File: config.mk
export PLATFORM = sky130hd
export DESIGN_NAME = prog_loader
export DESIGN_NICKNAME = d
export VERILOG_FILES = /design/src/rtl/prog_loader.sv
export SDC_FILE = /design/constraint.sdc
export NUM_CORES = 1
export LEC_CHECK = 0
export CAP_MARGIN = 40
export CORE_MARGIN = 2
export CORE_UTILIZATION = 50
export DETAILED_ROUTE_END_ITERATION = 8
export DONT_BUFFER_PORTS = 1
export PLACE_DENSITY = 0.68
export SLEW_MARGIN = 20
export SYNTH_ARGS = -nofsm -noshare
export SYNTH_HDL_FRONTEND = slang
export SYNTH_SLANG_ARGS = --single-unit
File: constraint.sdc
create_clock -name CLK -period 6.9 [get_ports CLK]
set_input_delay 1.725 -clock CLK [delete_from_list [all_inputs] [get_ports CLK]]
set_output_delay 1.725 -clock CLK [all_outputs]
set_load 0.03 [all_outputs]
File: src/rtl/prog_loader.sv
// Boot loader: parses a framed valid/ready word stream into per-memory sections,
// writes each section from address 0, and holds the core in reset until the image is in.
module prog_loader #(
    parameter int DATA_W   = 32,
    parameter int ADDR_W   = 10,
    parameter int NUM_MEM  = 2,
    parameter int HOLD_CYC = 4,
    parameter int CNT_W    = 16
) (
    input  logic               CLK,
    input  logic               RESET,
    input  logic               START,
    input  logic               IN_VALID,
    output logic               IN_READY,
    input  logic [DATA_W-1:0]  IN_DATA,
    input  logic               IN_LAST,
    output logic [NUM_MEM-1:0] MEM_WE,
    output logic [ADDR_W-1:0]  MEM_ADDR,
    output logic [DATA_W-1:0]  MEM_WDATA,
    output logic               CORE_RESET_N,
    output logic               BUSY,
    output logic               DONE,
    output logic               ERROR,
    output logic [CNT_W-1:0]   WORD_COUNT
);

    localparam int HC_W = $clog2(HOLD_CYC + 1) + 1;
    localparam logic [ADDR_W:0] ONE_A = (ADDR_W+1)'(1);

    typedef enum logic [2:0] {
        S_IDLE,
        S_HDR,
        S_DATA,
        S_HOLD,
        S_RUN,
        S_ERR
    } state_t;

    state_t            state, state_next;
    logic [HC_W-1:0]   hold_cnt;
    logic [7:0]        sel_q;
    logic [ADDR_W:0]   len_q;
    logic [ADDR_W:0]   addr_q;
    logic              accept;
    logic              start_ok;
    logic              sec_last;
    logic [7:0]        hdr_sel;
    logic [ADDR_W:0]   hdr_len;

    function automatic logic [CNT_W-1:0] sat_inc(input logic [CNT_W-1:0] v);
        return (v == '1) ? v : v + CNT_W'(1);
    endfunction

    assign IN_READY = (state == S_HDR) || (state == S_DATA);
    assign BUSY     = (state == S_HDR) || (state == S_DATA) || (state == S_HOLD);
    assign DONE     = (state == S_RUN);
    assign ERROR    = (state == S_ERR);

    assign accept   = IN_VALID && IN_READY;
    assign start_ok = START && ((state == S_IDLE) || (state == S_RUN) || (state == S_ERR));
    assign hdr_sel  = IN_DATA[DATA_W-1 -: 8];
    // LEN is carried one bit wider so a full 2^ADDR_W section does not wrap to zero
    assign hdr_len  = {1'b0, IN_DATA[ADDR_W-1:0]} + ONE_A;
    assign sec_last = (addr_q + ONE_A) == len_q;

    always_comb begin
        state_next = state;
        case (state)
            S_IDLE: if (START) state_next = S_HDR;
            S_HDR: begin
                if (accept) begin
                    if ((hdr_sel >= 8'(NUM_MEM)) || IN_LAST) state_next = S_ERR;
                    else                                      state_next = S_DATA;
                end
            end
            S_DATA: begin
                if (accept) begin
                    if (sec_last)     state_next = IN_LAST ? S_HOLD : S_HDR;
                    else if (IN_LAST) state_next = S_ERR;
                end
            end
            S_HOLD: if (hold_cnt == HC_W'(HOLD_CYC)) state_next = S_RUN;
            S_RUN:  if (START) state_next = S_HDR;
            S_ERR:  if (START) state_next = S_HDR;
            default: state_next = S_IDLE;
        endcase
    end

    // ---- stage p1: registered control, write port and status ----
    always_ff @(posedge CLK or posedge RESET) begin
        if (RESET) begin
            state        <= S_IDLE;
            hold_cnt     <= '0;
            MEM_WE       <= '0;
            MEM_ADDR     <= '0;
            MEM_WDATA    <= '0;
            WORD_COUNT   <= '0;
            CORE_RESET_N <= 1'b0;
        end else begin
            state        <= state_next;
            hold_cnt     <= (state == S_HOLD) ? hold_cnt + HC_W'(1) : '0;
            CORE_RESET_N <= (state_next == S_RUN);
            MEM_WE       <= '0;
            if ((state == S_DATA) && accept) begin
                MEM_WE     <= NUM_MEM'(1) << sel_q;
                MEM_ADDR   <= addr_q[ADDR_W-1:0];
                MEM_WDATA  <= IN_DATA;
                WORD_COUNT <= sat_inc(WORD_COUNT);
            end else if (start_ok) begin
                WORD_COUNT <= '0;
            end
        end
    end

    // Section bookkeeping is always reloaded by a header before use, so it needs no reset
    always_ff @(posedge CLK) begin
        if ((state == S_HDR) && accept) begin
            sel_q  <= hdr_sel;
            len_q  <= hdr_len;
            addr_q <= '0;
        end else if ((state == S_DATA) && accept) begin
            addr_q <= addr_q + ONE_A;
        end
    end

endmodule

# Word-level counts from Yosys, hierarchy flattened
# Index checks and enable logic that the tools add are counted.
# op_classes
n_eq_ne	10
n_bitwise	0
shift	1
addsub	4
n_reduce_logical	13
muxes	14
multipliers	0
n_div	0
n_lt_le_gt_ge	1
# op_table
cell	count
2-to-1 mux 16 bit	3
2-to-1 mux 3 bit	7
adder 16 x 1 -> 16 bit, second input constant	1
== test 16 bit, second input constant	1
case mux 3 bit (4 select lines)	1
adder 10 x 1 -> 11 bit, second input constant	1
adder 11 x 1 -> 11 bit, second input constant	1
== test 11 bit	1
== test 3 bit, second input constant	3
>= comparator 8 x 2 -> 1 bit, second input constant	1
left shift 1 x 8 -> 2 bit, first input constant	1
== test 3 x 2 -> 1 bit, second input constant	2
logical OR 1 bit	5
adder 4 x 1 -> 4 bit, second input constant	1
== test 4 x 3 -> 1 bit, second input constant	1
logical AND 1 bit	4
2-to-1 mux 2 bit	2
2-to-1 mux 4 bit	1
== test 3 x 1 -> 1 bit, second input constant	1
logical NOT 3 bit	1
OR reduction 3 bit	1
!= test 2 bit, second input constant	1
AND reduction 2 bit	1
nonzero test 2 bit	1
# totals
in_bits	37
wordCells	53
ff_bits	98
latchBits	0
memories	0
mem_bits_ro	0
out_inout_bits	65
ram_bits	0

# Longest topological paths before layout
# Gate-level depths: netlist (run 1).
# logic_depth
ltp_word	6
depth_mapped	9
ltp_nobuf	8

# Worst setup path before layout (run 1)
# No wires, ideal clock.
# synth_timing
path_kind	input port to flip-flop
from	input port IN_VALID
to	register WORD_COUNT[15]
slack_ps	3783
setup_time_ps	132
path_buffers	1
stages	7
arrival_time_ps	2985
required_time_ps	6768
cell_sequence	nand2b_1 > or2_2 > clkbuf_1 > a2111oi_2 > nand4_1 > xor2_1 > nor2_1
# synth_between
elab_chain_len	4
word_cells_on_any_way	6
cone_classes	eq/ne (1); mux (1); reduce/logical (4)
# synth_rtl
item	line	source
from (decl)	13	input logic IN_VALID,
logical AND 1 bit (*)	59	assign accept = IN_VALID && IN_READY;
logical AND 1 bit (*)	104	if ((state == S_DATA) && accept) begin
!= test 2 bit (no source line) or nonzero test 2 bit (tied branches)	n/a	
AND reduction 2 bit (no source line)	n/a	
to (signal assigned)	108	WORD_COUNT <= sat_inc(WORD_COUNT);
to (decl)	24	output logic [CNT_W-1:0] WORD_COUNT
# Every way passes the cells marked *; elsewhere a longest branch is shown, timed or not.
# A chain may end at the register's enable or synchronous reset.

# Worst setup path after layout (run 1)
# layout_timing
from	register state[0]
to	output port IN_READY
# layout_between
elab_chain_len	2
word_cells_on_any_way	3
cone_classes	eq/ne (2); reduce/logical (1)
# layout_rtl
item	line	source
from (decl)	39	state_t state, state_next;
from (signal assigned)	100	state <= state_next;
== test 3 x 1 -> 1 bit or == test 3 x 2 -> 1 bit (tied branches)	54	assign IN_READY = (state == S_HDR) || (state == S_DATA);
logical OR 1 bit (*)	54	
to (decl)	14	output logic IN_READY,
# Marks and branches as above.

==> summary.txt, run 1 <==
Outcome
  – Status: complete, no violations

STA
  – Max_slew headroom: 47.0%
  – Least-Margin Pin Slew: 0.795 ns
  – Final setup fails: 0
  – Setup repair after global routing missed its margin: false
  – Final Max Slew Viols: 0
  – TNS Setup: 0 ns
  – Hold Vio Cnt, Final: 0
  – Crit share post-route: between 50% and 60%
  – Min Tclk post-route: 3.52 ns
  – Fmax: 0.284 GHz
  – Post-Route Skew: 0.0142 ns

Route
  – DRT Wirelength: between 9000 and 10000 um
  – Routed Antenna Nets: 0
  – Wl on met1: 4040 um
  – Routed vias: 3302
  – Initial DRC count: 168
  – Wirelength per Cell: about 16 um
  – # DRC: 0
  – Highest routing layer actually used: met4
  – Vias/cell: 5.60
  – Met2 Wirelength: 4320 um
  – Met3 wire len: 752 um
  – TritonRoute pass-1 iters: 4

Global route
  – Pin count of the biggest net entering global routing: 60
  – GRT Total Usage: around a fifth
  – First-pass GRT wire length: between 15000 and 20000 um
  – Number of global-route vias before repair: 3101
  – Total gr overflow: 0
  – Initial antenna violation count: 0

Synth
  – Mapped Area: roughly 4500 sq um
  – Synth Instances: 482
  – Seq/Total Area, Yosys: 55.3%
  – Net Count, Synth: roughly 520
  – Synthesized flop and latch total: 98
  – Ys Warns: 0
  – Syn_area_per_cell: 9.35 sq um
  – Synth cell types: 44

Pwr
  – Post-layout power: 1.09 mW
  – Leakage: 2.17 nW
  – PD cells: 225 nW/um^2
  – Worst vdd ir: just under 0.1 mV

Floorplan
  – # rows: 34
  – Die ar.: 9790 sq um
  – Die W: between 90 and 100 um
  – Core area: 8720 sq um
  – Num ports: 102
  – Die height: 98.9 um
  – Initial Utilization: 51.7%

Worst setup path
  – Crit path max fanout: 9
  – Reg2Reg Setup Slack: 4.23 ns
  – Setup crit end: IN_READY
  – Worst R2R Path Depth: 7
  – Cell count along the critical path: 2
  – CP top delay family: compound AO/OA/AOI/OAI gates
  – Max stage delay on crit path: roughly 0.67 ns
  – CP cell instances: nand2b_1 -> a21oi_1
  – Crit path DAT: 1.79 ns
  – R2R Path End: state[1]$_DFF_PP0_
  – Worst EP required: 5.18 ns
  – Reg2reg start: addr_q[0]$_SDFFE_PP0P_
  – Master of the slowest instance on the critical path: a21oi_1
  – Worst Setup SP: state[0]$_DFF_PP0_
  – Crit start category: register
  – Critical Path End Type: primary output
  – Critical path type: register to primary output
  – Buf/Inv on CP: 0

CTS
  – Inserted Clock Buffers: 9
  – CTS tree: yes
  – Clk slew on worst S/H paths: 0.12 ns
  – Postcts setup bufs: 0
  – Post-cts sizing count: 0
  – Clock buffer depth: 2
  – Clk root buf: clkbuf_8
  – H-Tree Level Count: 3
  – Clk sinks: 98
  – Worst-Skew Late Latency: 0.36 ns
  – CTS Hold Buffers Added: 0

Placement
  – Inst Count DP: around 570
  – Post-DP HPWL: 6470 um
  – Placed inst area: 4630 sq um
  – RePlAce Congestion: 0.873
  – Number of port buffers: 0

Finish
  – Non-Filler Instances: 590
  – Diode count: 0
  – Fill cells: 790
  – Synth-to-layout area growth: 7.11%
  – Finished Cell Area: 4830 sq um
  – Nets: 519
  – Layout cell share with drive strength beyond 1: 6.43%
  – Finished Core Util: 55.4%

Min path
  – Hold Path Class: register to register

Run
  – Max cap viols: 0
## cells in the final DEF (no fill, tap or decap), drive strengths merged, types with 5 or more instances in the layout
master  instances
dfxtp          11
buf             6
nand3          12
edfxtp         19
xnor2          18
clkbuf         10
a31oi           8
nor2           38
a21oi           8
nor3            5
nor4            6
inv            12
nand2b          7
o31ai           5
nand4           9
dfrtp          68
xor2           16
and3           10
o21ai          25
nand2         151
ha              5
## final cells by class
| type | instances | area, sq um | area share [%] |
|---|---|---|---|
| Inverter | 8 | 30.0 | 0.622 |
| Clock buffer | 9 | 124 | 2.57 |
| Tap cell | 108 | 135 | 2.80 |
| Timing Repair Buffer | 7 | 77.6 | 1.61 |
| Clock inverter | 7 | 70.1 | 1.45 |
| Sequential cell | 98 | 2490 | 51.6 |
| Multi-Input combinational cell | 353 | 1900 | 39.3 |
## sequential cells by signal (all words and copies together) (netlist names)
| name | count |
|---|---|
| MEM_ADDR | 10 |
| MEM_WE | 2 |
| len_q | 11 |
| CORE_RESET_N | 1 |
| state | 3 |
| hold_cnt | 4 |
| MEM_WDATA | 32 |
| WORD_COUNT | 16 |
| sel_q | 8 |
| addr_q | 11 |
## through the flow
step / setup WS [ns] / hold slack [ns]
5_1_grt: 3.27 / 0.469
3_5_place_dp: 3.35 / 0.430
4_1_cts: 3.36 / 0.446
2_1_floorplan: 3.46 / 0.405
3_3_place_gp: 3.38 / 0.410
6_report: 3.38 / 0.444
## how the worst min path moves through the flow
stage | startpoint | cells past startpoint | endpoint | slack [ns]
after floorplan | sel_q[0]$_DFFE_PP_ | 1 | MEM_WE[0]$_DFF_PP0_ | 0.40
after global placement | sel_q[0]$_DFFE_PP_ | 1 | MEM_WE[0]$_DFF_PP0_ | 0.41
after detailed placement | sel_q[0]$_DFFE_PP_ | 1 | MEM_WE[0]$_DFF_PP0_ | 0.43
after CTS | sel_q[0]$_DFFE_PP_ | 1 | MEM_WE[0]$_DFF_PP0_ | 0.45
after global routing | sel_q[0]$_DFFE_PP_ | 1 | MEM_WE[0]$_DFF_PP0_ | 0.47
final | sel_q[0]$_DFFE_PP_ | 1 | MEM_WE[0]$_DFF_PP0_ | 0.44
## where the power goes
group | leakage [nW] | switching, mW | internal [mW]
Clock | 0.0973 | 0.221 | 0.143
Combinational | 0.900 | 0.0485 | 0.0234
Sequential | 1.17 | 0.0384 | 0.614
Total | 2.17 | 0.308 | 0.780
## metal layers
metal | global-route usage [%] | vias to the layer above
met5 | 0 | -
met4 | 6.32 | 0
met3 | 6.17 | 11
met2 | 30.0 | 99
met1 | 25.5 | 1575
li1 | - | 1617
## cells in the mapped netlist, drive strengths merged
| library cell | n | share of area (%) |
|---|---|---|
| or2 | 1 | 0.14 |
| and4 | 1 | 0.19 |
| ha | 5 | 1.4 |
| o21ai | 25 | 2.8 |
| nand4 | 9 | 1.6 |
| dfxtp | 11 | 4.9 |
| a21o | 1 | 0.17 |
| nor2b | 3 | 0.42 |
| a32o | 1 | 0.22 |
| dfrtp | 68 | 38 |
| a31oi | 8 | 1.1 |
| xnor2 | 18 | 3.5 |
| a22oi | 1 | 0.28 |
| nand2 | 151 | 13 |
| or4 | 2 | 0.42 |
| a211oi | 2 | 0.33 |
| o31a | 1 | 0.19 |
| nor3b | 3 | 0.50 |
| o2111ai | 1 | 0.19 |
| nor2 | 38 | 3.2 |
| edfxtp | 19 | 13 |
| a22o | 1 | 0.19 |
| inv | 8 | 0.67 |
| and3 | 10 | 1.4 |
| nor4b | 2 | 0.39 |
| o2bb2a | 1 | 0.22 |
| xor2 | 16 | 3.1 |
| nand3 | 12 | 1.3 |
| xnor3 | 1 | 0.50 |
| nor3 | 5 | 0.56 |
| a21oi | 8 | 0.89 |
| a221o | 1 | 0.22 |
| o31ai | 5 | 0.83 |
| o32ai | 1 | 0.19 |
| clkbuf | 17 | 1.4 |
| o41ai | 2 | 0.39 |
| buf | 6 | 0.67 |
| nand2b | 7 | 0.97 |
| and2 | 3 | 0.42 |
| nor4 | 6 | 0.83 |
| a2111oi | 1 | 0.33 |
## cell families (layout without fill, tap and decap cells)
logic type | Yosys count | in the layout | share of synthesized area [%]
adders and majority gates | 5 | 5 | 1.39
buffers and inverters | 31 | 31 | 2.75
AOI/OAI and AO/OA | 60 | 60 | 8.55
xor gates and xnor gates | 35 | 35 | 7.11
and+or+nand+nor | 253 | 253 | 24.9
DFF | 98 | 98 | 55.3
No activity file was read; power rests on OpenSTA's default activity.
==> inputs of run 2 (changes only) <==
==> constraint.sdc (replaced) <==
create_clock -name CLK -period 3.53 [get_ports CLK]
set_input_delay 0.8825 -clock CLK [delete_from_list [all_inputs] [get_ports CLK]]
set_output_delay 0.8825 -clock CLK [all_outputs]
set_load 0.03 [all_outputs]
==> run 2 against run 1 <==
  * Flip-flop and latch count unchanged
  * Power increased by 100%
  * Clock skew decreased by 0.0026 ns
  * Hold slack got worse by 0.012 ns
  * Via count about the same
  * Cell area about the same
  * Setup slack got worse by 2.5 ns
  * Non-clock buffer count decreased by 1
  * Clock power increased by 110%
  * Largest cell class unchanged
  * Wire length about the same
  * Highest routed layer unchanged
  * Global-route usage increased by 0.26 points
==> summary.txt, run 2 (synthesized netlist as in run 1, its figures left out) <==
Finish
  – Diode count: 0 (unchanged)
  – Most flops, register: MEM_WDATA (unchanged)
  – Fill cells: 774 (was 790)
  – Commonest cells after routing, fill and taps aside: nand2_1, dfrtp_1, nor2_1 (unchanged)
  – Nets: 518 (was 519)
  – Synth-to-layout area growth: 7.16% (was 7.11%)
  – Layout cell share with drive strength beyond 1: 6.24% (was 6.43%)
  – Most common cell after layout, fill and taps aside: nand2_1 (unchanged)
  – Largest regs: MEM_WDATA x32, WORD_COUNT x16 (unchanged)
  – Max reg flops: 32 (unchanged)
  – Non-Filler Instances: 589 (was 590)

Placement
  – RePlAce Congestion: 0.870 (was 0.873)
  – Number of port buffers: 0 (unchanged)
  – Post-DP HPWL: 6640 um (was 6470 um)
  – Inst Count DP: 572 (was 573)

Worst setup path
  – CP top delay family: simple AND/OR/NAND/NOR gates (was compound AO/OA/AOI/OAI gates)
  – Max stage delay on crit path: 0.57 ns (was 0.67 ns)
  – Worst Setup SP: addr_q[0]$_SDFFE_PP0P_ (was state[0]$_DFF_PP0_)
  – Critical path type: register to register (was register to primary output)
  – Buf/Inv on CP: 0 (unchanged)
  – Reg2Reg Setup Slack: 0.84 ns (was 4.23 ns)
  – CP cell instances: ha_1 -> nand3_1 -> or4_1 -> a22oi_2 -> o2111ai_1 -> a211oi_1 -> nor2_1 (was nand2b_1 -> a21oi_1)
  – Critical Path End Type: register (was primary output)
  – Crit path DAT: 2.94 ns (was 1.79 ns)
  – Crit path max fanout: 10 (was 9)
  – Cell count along the critical path: 7 (was 2)
  – Setup crit end: CORE_RESET_N$_DFF_PP0_ (was IN_READY)
  – Crit start category: register (unchanged)
  – Reg2reg start: addr_q[0]$_SDFFE_PP0P_ (unchanged)
  – Master of the slowest instance on the critical path: or4_1 (was a21oi_1)
  – R2R Path End: CORE_RESET_N$_DFF_PP0_ (was state[1]$_DFF_PP0_)
  – Worst EP required: 3.78 ns (was 5.18 ns)
  – Worst R2R Path Depth: 7 (unchanged)

Pwr
  – PD cells: 455 nW/um^2 (was 225 nW/um^2)
  – Worst vdd ir: 0.248 mV (was 0.0991 mV)
  – Leakage: 2.18 nW (was 2.17 nW)

Global route
  – Initial antenna violation count: 0 (unchanged)
  – Number of global-route vias before repair: 3177 (was 3101)
  – Total gr overflow: 0 (unchanged)
  – GRT Total Usage: 19.5% (was 19.2%)
  – Pin count of the biggest net entering global routing: 58 (was 60)
  – First-pass GRT wire length: 15400 um (was 15200 um)

Route
  – DRT Wirelength: 9260 um (was 9250 um)
  – Initial DRC count: 186 (was 168)
  – Routed Antenna Nets: 0 (unchanged)
  – TritonRoute pass-1 iters: 4 (unchanged)
  – # DRC: 0 (unchanged)
  – Routed vias: 3299 (was 3302)
  – Wirelength per Cell: 15.7 um (about the same)
  – Vias/cell: 5.60 (about the same)

STA
  – Final setup fails: 0 (unchanged)
  – TNS Setup: 0 ns (unchanged)
  – Least-Margin Pin Slew: 0.804 ns (was 0.795 ns)
  – Crit share post-route: between 70% and 80%
  – Hold Vio Cnt, Final: 0 (unchanged)
  – Max_slew headroom: 46.3% (was 47.0%)
  – Setup repair after global routing missed its margin: false (unchanged)
  – Min Tclk post-route: 2.69 ns
  – Fmax: 0.371 GHz
  – Final Max Slew Viols: 0 (unchanged)
  – Post-Route Skew: 0.0116 ns (was 0.0142 ns)

CTS
  – Clk slew on worst S/H paths: 0.11 ns (was 0.12 ns)
  – Worst-Skew Late Latency: 0.36 ns (about the same)
  – Inserted Clock Buffers: 9 (unchanged)
  – CTS tree: yes (unchanged)
  – Clk root buf: clkbuf_8 (unchanged)
  – Clk sinks: 98 (unchanged)
  – Postcts setup bufs: 0 (unchanged)
  – Post-cts sizing count: 0 (unchanged)
  – H-Tree Level Count: 3 (unchanged)
  – Clock buffer depth: 2 (unchanged)
  – CTS Hold Buffers Added: 0 (unchanged)

Floorplan
  – Core area: 8720 sq um (unchanged)
  – Die height: 98.9 um (unchanged)
  – Die ar.: 9790 sq um (unchanged)
  – Die W: 98.9 um (unchanged)
  – Num ports: 102 (unchanged)
  – Initial Utilization: 51.7% (unchanged)
  – # rows: 34 (unchanged)

Min path
  – Hold path cells: 1 (unchanged)
  – Hold Path Class: register to register (unchanged)

Outcome
  – Status: complete, no violations (unchanged)

Run
  – Max cap viols: 0 (unchanged)
[run 2: cell types whose count changed in the layout (fill, tap and decap cells not counted)]
cell        previous run  this run
clkinv_4               2         1
inv_6                  0         1
buf_12                 2         1
bufinv_16              0         1
clkinvlp_4             1         0
[run 2: final cells by class]
| class | instances | area [sq um] | share of cell area (%) |
|---|---|---|---|
| timing repair buffer | 6 | 57.6 | 1.19 |
| multi-input combinational | 353 | 1900 | 39.3 |
| clock inverter | 7 | 92.6 | 1.92 |
| tap | 108 | 135 | 2.80 |
| inverter | 8 | 30.0 | 0.622 |
| clock buffer | 9 | 124 | 2.56 |
| sequential | 98 | 2490 | 51.6 |
[run 2: stage by stage]
stage	area [sq um]	total power [mW]	hold slack (ns)	utilization, %	worst slack [ns]
6_report	4830	2.20	0.432	55.4	0.838
5_1_grt	4830	2.28	0.454	55.4	0.574
4_1_cts	4820	2.21	0.433	55.3	0.813
3_5_place_dp	4610	1.44	0.425	52.8	0.820
3_3_place_gp	4610	1.44	0.409	52.8	0.863
2_1_floorplan	4510	1.40	0.405	-	0.936
[run 2: layer usage]
layer / part of all wire (%) / GRT usage [%] / up-vias
li1: - / - / 1610
met1: 42 / 24.7 / 1567
met2: 49 / 32.3 / 112
met3: 7.6 / 6.17 / 10
met4: 1.1 / 5.16 / 0
met5: 0 / 0 / -
[run 2: worst min-delay path by stage]
stage | startpoint | end | slack (ns)
after global placement | sel_q[0]$_DFFE_PP_ | MEM_WE[0]$_DFF_PP0_ | 0.41
after detailed placement | sel_q[0]$_DFFE_PP_ | MEM_WE[0]$_DFF_PP0_ | 0.42
after CTS | sel_q[0]$_DFFE_PP_ | MEM_WE[0]$_DFF_PP0_ | 0.43
after floorplan | sel_q[0]$_DFFE_PP_ | MEM_WE[0]$_DFF_PP0_ | 0.40
after global routing | sel_q[0]$_DFFE_PP_ | MEM_WE[0]$_DFF_PP0_ | 0.45
final | sel_q[0]$_DFFE_PP_ | MEM_WE[0]$_DFF_PP0_ | 0.43
[run 2: power breakdown]
part / total [mW] / leakage, nW / switching (mW) / internal (mW)
Sequential: 1.28 / 1.17 / 0.0763 / 1.20
Combinational: 0.140 / 0.892 / 0.0946 / 0.0451
Clock: 0.779 / 0.112 / 0.427 / 0.352
[run 2: worst reg2reg max path: stages (launching register included)]
cell	delay (ns)
dfxtp_1	0.52
ha_1	0.42
nand3_1	0.21
or4_1	0.57
a22oi_2	0.19
o2111ai_1	0.20
a211oi_1	0.38
nor2_1	0.09
